$ cat src/rtl/sipo_deserializer.sv
// Serial-in/parallel-out receiver: assembles WIDTH-bit MSB-first words framed by SOF
// and hands them to a consumer through a valid/ready holding register.
//
// state | meaning
// IDLE  | no frame in progress, waiting for SOF
// SHIFT | accumulating a word, cnt bits collected so far
module sipo_deserializer #(
    parameter int WIDTH       = 4,
    parameter bit REQUIRE_SOF = 1'b1
) (
    input  logic             CLK,
    input  logic             RST,
    input  logic             SIN,
    input  logic             SIN_EN,
    input  logic             SOF,
    output logic [WIDTH-1:0] DOUT,
    output logic             DOUT_VALID,
    input  logic             DOUT_READY,
    output logic             FRAME_ERR,
    output logic             OVERRUN,
    input  logic             CLR_OVR,
    output logic             BUSY
);

    localparam int CW = $clog2(WIDTH + 1);
    localparam logic [CW-1:0] LAST = CW'(WIDTH - 1);

    typedef enum logic {IDLE, SHIFT} state_t;

    state_t           state, state_n;
    logic [WIDTH-1:0] sreg, sreg_n, word;
    logic [CW-1:0]    cnt, cnt_n;
    logic             word_done, frame_err_n, load_out, drop;

    always_comb begin
        state_n     = state;
        sreg_n      = sreg;
        cnt_n       = cnt;
        word_done   = 1'b0;
        frame_err_n = 1'b0;
        word        = {sreg[WIDTH-2:0], SIN};
        if (SIN_EN) begin
            if (SOF) begin
                // SOF always restarts; it only counts as an error if bits were pending
                frame_err_n = (state == SHIFT) && (cnt != '0);
                state_n     = SHIFT;
                sreg_n      = {{(WIDTH-1){1'b0}}, SIN};
                cnt_n       = CW'(1);
            end else if (state == SHIFT) begin
                if (cnt == LAST) begin
                    word_done = 1'b1;
                    sreg_n    = '0;
                    cnt_n     = '0;
                    state_n   = REQUIRE_SOF ? IDLE : SHIFT;
                end else begin
                    sreg_n = word;
                    cnt_n  = cnt + 1'b1;
                end
            end
        end
    end

    // A finished word may replace one that is being drained in the same cycle
    assign load_out = word_done && (!DOUT_VALID || DOUT_READY);
    assign drop     = word_done && DOUT_VALID && !DOUT_READY;
    assign BUSY     = (state == SHIFT) && (cnt != '0);

    always_ff @(posedge CLK or posedge RST) begin
        if (RST) begin
            state <= IDLE;
            sreg  <= '0;
            cnt   <= '0;
        end else begin
            state <= state_n;
            sreg  <= sreg_n;
            cnt   <= cnt_n;
        end
    end

    always_ff @(posedge CLK or posedge RST) begin
        if (RST) begin
            DOUT       <= '0;
            DOUT_VALID <= 1'b0;
            FRAME_ERR  <= 1'b0;
            OVERRUN    <= 1'b0;
        end else begin
            FRAME_ERR <= frame_err_n;
            if (load_out) begin
                DOUT       <= word;
                DOUT_VALID <= 1'b1;
            end else if (DOUT_VALID && DOUT_READY) begin
                DOUT_VALID <= 1'b0;
            end
            if (drop)
                OVERRUN <= 1'b1;
            else if (CLR_OVR)
                OVERRUN <= 1'b0;
        end
    end

endmodule

$ cat config.mk
export PLATFORM = sky130hd
export DESIGN_NAME = sipo_deserializer
export DESIGN_NICKNAME = d
export VERILOG_FILES = /design/src/rtl/sipo_deserializer.sv
export SDC_FILE = /design/constraint.sdc
export NUM_CORES = 1
export LEC_CHECK = 0
export CAP_MARGIN = 0
export CORE_AREA = 5 5 42 44
export CTS_BUF_LIST = sky130_fd_sc_hd__clkbuf_16
export CTS_CLUSTER_SIZE = 10
export DETAILED_ROUTE_END_ITERATION = 10
export DIE_AREA = 0 0 47 49
export PLACE_DENSITY = 0.79
export SETUP_SLACK_MARGIN = 0.1
export SYNTH_ARGS = -nofsm -noshare
export SYNTH_HDL_FRONTEND = slang
export SYNTH_SLANG_ARGS = --single-unit
$ cat constraint.sdc
create_clock -name CLK -period 4.45 [get_ports CLK]
set_input_delay 0.6675 -clock CLK [delete_from_list [all_inputs] [get_ports CLK]]
set_output_delay 0.6675 -clock CLK [all_outputs]
set_load 0.02 [all_outputs]
# Word-level counts from Yosys, hierarchy flattened
# Cells that the tools add are included.
classes:
  add_sub_neg: 1
  n_reduce_logical: 13
  eq_ne: 1
  muxes: 19
op_table:
  columns: ["cell", "count"]
  rows:
  - ["$mux W3", 6]
  - ["$mux W1", 13]
  - ["$reduce_bool A2 Y1", 3]
  - ["$logic_and A1 B1 Y1", 5]
  - ["$add A3 B1 Y3 const B", 1]
  - ["$eq A3 B2 Y1 const B", 1]
  - ["$reduce_bool A3 Y1", 1]
  - ["$logic_not A1 Y1", 2]
  - ["$reduce_and A2 Y1", 1]
  - ["$logic_or A1 B1 Y1", 1]
word_totals:
  reg_bits: 14
  output_inout_bits: 8
  word_cells: 41

# Logic depth before layout (Yosys ltp)
depth:
  depth_word: 8
  mapped_depth: 4
  depth_no_buf: 4

# Least setup slack after synthesis
# OpenSTA, ideal clock, no wires.
synth_timing:
  path_kind: "register -> output"
  startpoint: "reg cnt[0]"
  endpoint: "out BUSY"
  required_ps: 3783
  setup_slack_ps: 2672
  t_arrival_ps: 1110
  stages_incl_launch_ff: 4
  path_buffers: 0
  cell_sequence: "dfrtp_1 > inv_1 > ha_1 > a21boi_0"
synth_via:
  elab_chain_len: 2
synth_lines:
  columns: ["element", "line_no", "source"]
  rows:
  - ["from (decl)", "32", "logic [CW-1:0] cnt, cnt_n;"]
  - ["from (signal assigned)", "76", "cnt <= cnt_n;"]
  - ["$reduce_bool A3 Y1", "66", "assign BUSY = (state == SHIFT) && (cnt != '0);"]
  - ["$logic_and A1 B1 Y1", "66", null]
  - ["to (decl)", "22", "output logic BUSY"]
# Every way passes these cells.

# Final worst setup path
layout_timing:
  startpoint: "reg cnt[1]"
  endpoint: "out BUSY"
# Same word-level chain as after synthesis.

==> results.md <==
* Die footprint at roughly 2300 sq um
* Final wirelength at approximately 1.2 mm
* Min-Delay Path Depth at 1
* Final Max Tran Viols at 0
* Worst EP arrival at 1.74 ns
* PortBufs at 14
* # diodes at 0
* Post-CTS setup buffers at 0
* Yosys top cell area share at 0.561
* Crit-path slowest cell: clkdlybuf4s50_1
* Clk slew on worst S/H paths at around 0.040 ns
* Most common library cells after synthesis: dfrtp_1 (14), inv_1 (5), mux2_4 (4)
* R2R setup slack at between 2 and 3 ns
* Post-synth EDFFs at 0
* Hold Path End: DOUT[1]
* Relative slew slack at 0.647
* Crit start category: flip-flop
* Worst Reg-to-Reg Cells at 4
* FF+latch count, synth at 14
* Total CTS buffers at 3
* Vias in the first global route at approximately 430
* Crit path kind: reg2out
* Worst endpoint required time at 3.78 ns
* CTS resizes at 0
* Maximum fanout along the worst path at 3
* Yosys warns at 0
* RR Endpoint: DOUT[0]
* Placement Rows at 14
* Syn_nets at 58
* GRT Util Overall at 0.121
* Initial Util at 0.446
* Fraction of the yosys area taken by sequential cells at 0.561
* Synthesis-to-finish area growth at 37.7%
* Antenna viol nets, final at 0
* RSZ-0062 raised after global routing: false
* Drt pass-1 iters at 4
* Top cells by area, synth: dfrtp_1 (56%), mux2_4 (9.6%), ha_1 (4.0%), inv_1 (3.0%), a22o_1 (2.8%)
* Clock Latency Late Sink at roughly 0.24 ns
* Final core occ at 0.613
* Drt drc at 0
* Crit-path cells: inv_1 > ha_1 > a21boi_0 > clkdlybuf4s50_1
* Global-route wire length before repair at roughly 2.0 mm
* Via count at between 400 and 500
* Grt total ovfl at 0
* Critical Path Max Stage Delay at 0.65 ns
* Synth Cell Area at 624 sq um
* Max capacitance violation total at 0
* Chip width at between 40 and 50 um
* TNS Setup at 0 ns
* Core ar. at approximately 1400 sq um
* Clock root cell: clkbuf_16
* Drt wl/cell at ~14 um
* Clk sinks at 14
* Critical Path Sink Type: primary output
* Die Y at slightly below 50 um
* CTS H-tree lvls at 1
* CTS tree: done
* Syn avg cell area at roughly 13 sq um
* Number of distinct library cells after synthesis at 22
* GP Congestion at between 0.7 and 0.8
* Cell Pwr Density at 620 nW/um^2
* Layout cells sized above 1 at 0.197
* Fin crit share at 0.540
* Peak VDD IR at between 0.0003 and 0.0004 V
* Hold path startpoint: DOUT[1]
* Cell with the most instances after synthesis: dfrtp_1
* Longest Clk Path Bufs at 2
* Final period demand of the worst path at 2.40 ns
* Final Setup Violations at 0
* Initial antenna violation count at 0
* Io pins at 15
* Post-DP HPWL at about 870 um
* Status: finished, final reports clean
* Final hold violations at 0
* Via density at roughly 5.3
* P_leak at between 0.3 and 0.4 nW
* Least-Margin Pin Slew at 0.528 ns
* RR Startpoint: cnt[1]
* Final Net Count at between 70 and 80
* Layout Skew at about 0.0010 ns
* 1st-iter DRT viols at 5
* Largest net degree at the start of global routing at 15
* Post-Syn Instances at between 40 and 50
* Fmax at about 420 MHz
* Top FF cell, synth: dfrtp_1
* Hold Path Class: reg2reg
* FFs w/ async S/R, synth at 1.00
* Yosys top cell by area: dfrtp_1
* # hold bufs at CTS at 0
[routing by layer]
layer	global-route usage	wire, um	vias up
met3	0.0332	79	2
li1	-	-	213
met2	0.163	547	17
met5	0	0	-
met1	0.169	530	206
met4	0.0691	14	0
[layout make-up]
class,instances,area (sq um)
fillers,119,542
well taps,16,20.0
inverters,5,18.8
multi-input cells,30,255
flip-flops and latches,14,350
repair buffers,14,140
clock buffers,3,75.1
[worst max-delay path by stage]
stage / to / from / cells past startpoint / slack, ns
final: BUSY / cnt[1] / 4 / 2.05
after global routing: BUSY / cnt[0] / 4 / 1.95
after CTS: BUSY / cnt[1] / 4 / 2.04
after detailed placement: DOUT[0] / SIN_EN / 4 / 2.28
after global placement: DOUT[1] / SIN_EN / 4 / 2.33
after floorplan: BUSY / cnt[0] / 3 / 2.67
[cell usage in the layout, fill, tap and decap left out]
cell type        instances
clkbuf_16                3
o21ai_2                  1
a211oi_1                 1
a21boi_0                 1
mux2_4                   4
nand2_1                  3
a21oi_1                  2
o21ai_0                  2
a22o_2                   1
a21o_1                   1
and3_2                   1
clkdlybuf4s50_1         14
dfrtp_1                 14
ha_1                     2
inv_1                    5
a32o_1                   1
nand3_1                  1
and4_4                   1
nor2b_4                  1
and2b_2                  1
o22ai_1                  1
a22o_1                   2
nand2b_1                 2
nor3_1                   1
[per-stage QoR]
step | power [W] | hold WS, ns | area [sq um] | cells | setup WS, ns
2_1_floorplan | 0.000295 | 0.472 | 624 | 49 | 2.67
3_3_place_gp | 0.000367 | 0.492 | 785 | 79 | 2.33
3_5_place_dp | 0.000372 | 0.496 | 785 | 79 | 2.28
4_1_cts | 0.000538 | 0.510 | 860 | 82 | 2.04
5_1_grt | 0.000564 | 0.533 | 860 | 82 | 1.95
6_report | 0.000533 | 0.505 | 860 | 82 | 2.05
[critical path, delay by kind of cell, from the launching register on]
kind                     cells  cell delay, ns
adder cells (fa/ha/maj)      1            0.17
buffers and inverters        2            0.72
flip-flops                   1            0.39
AO/OA/AOI/OAI                1            0.22
[cells by family after synthesis]
logic type | Yosys count | share of synthesized area
AND/OR/NAND/NOR | 11 | 0.120
buffers and inverters | 5 | 0.0301
flip-flops | 14 | 0.561
multiplexers | 4 | 0.0962
adder cells (fa/ha/maj) | 2 | 0.0401
AO/OA/AOI/OAI | 13 | 0.152
[flip-flops by register name, summed over array words and instances (netlist names)]
register,flops
DOUT,4
state,1
sreg,3
FRAME_ERR,1
DOUT_VALID,1
OVERRUN,1
cnt,3
[where the power goes]
group / switching (W) / total [W] / internal (W)
Sequential: 0.0000300 / 0.000194 / 0.000164
Clock: 0.0000439 / 0.000161 / 0.000117
Combinational: 0.0000821 / 0.000178 / 0.0000962
No activity file was read; power rests on OpenSTA's default activity.
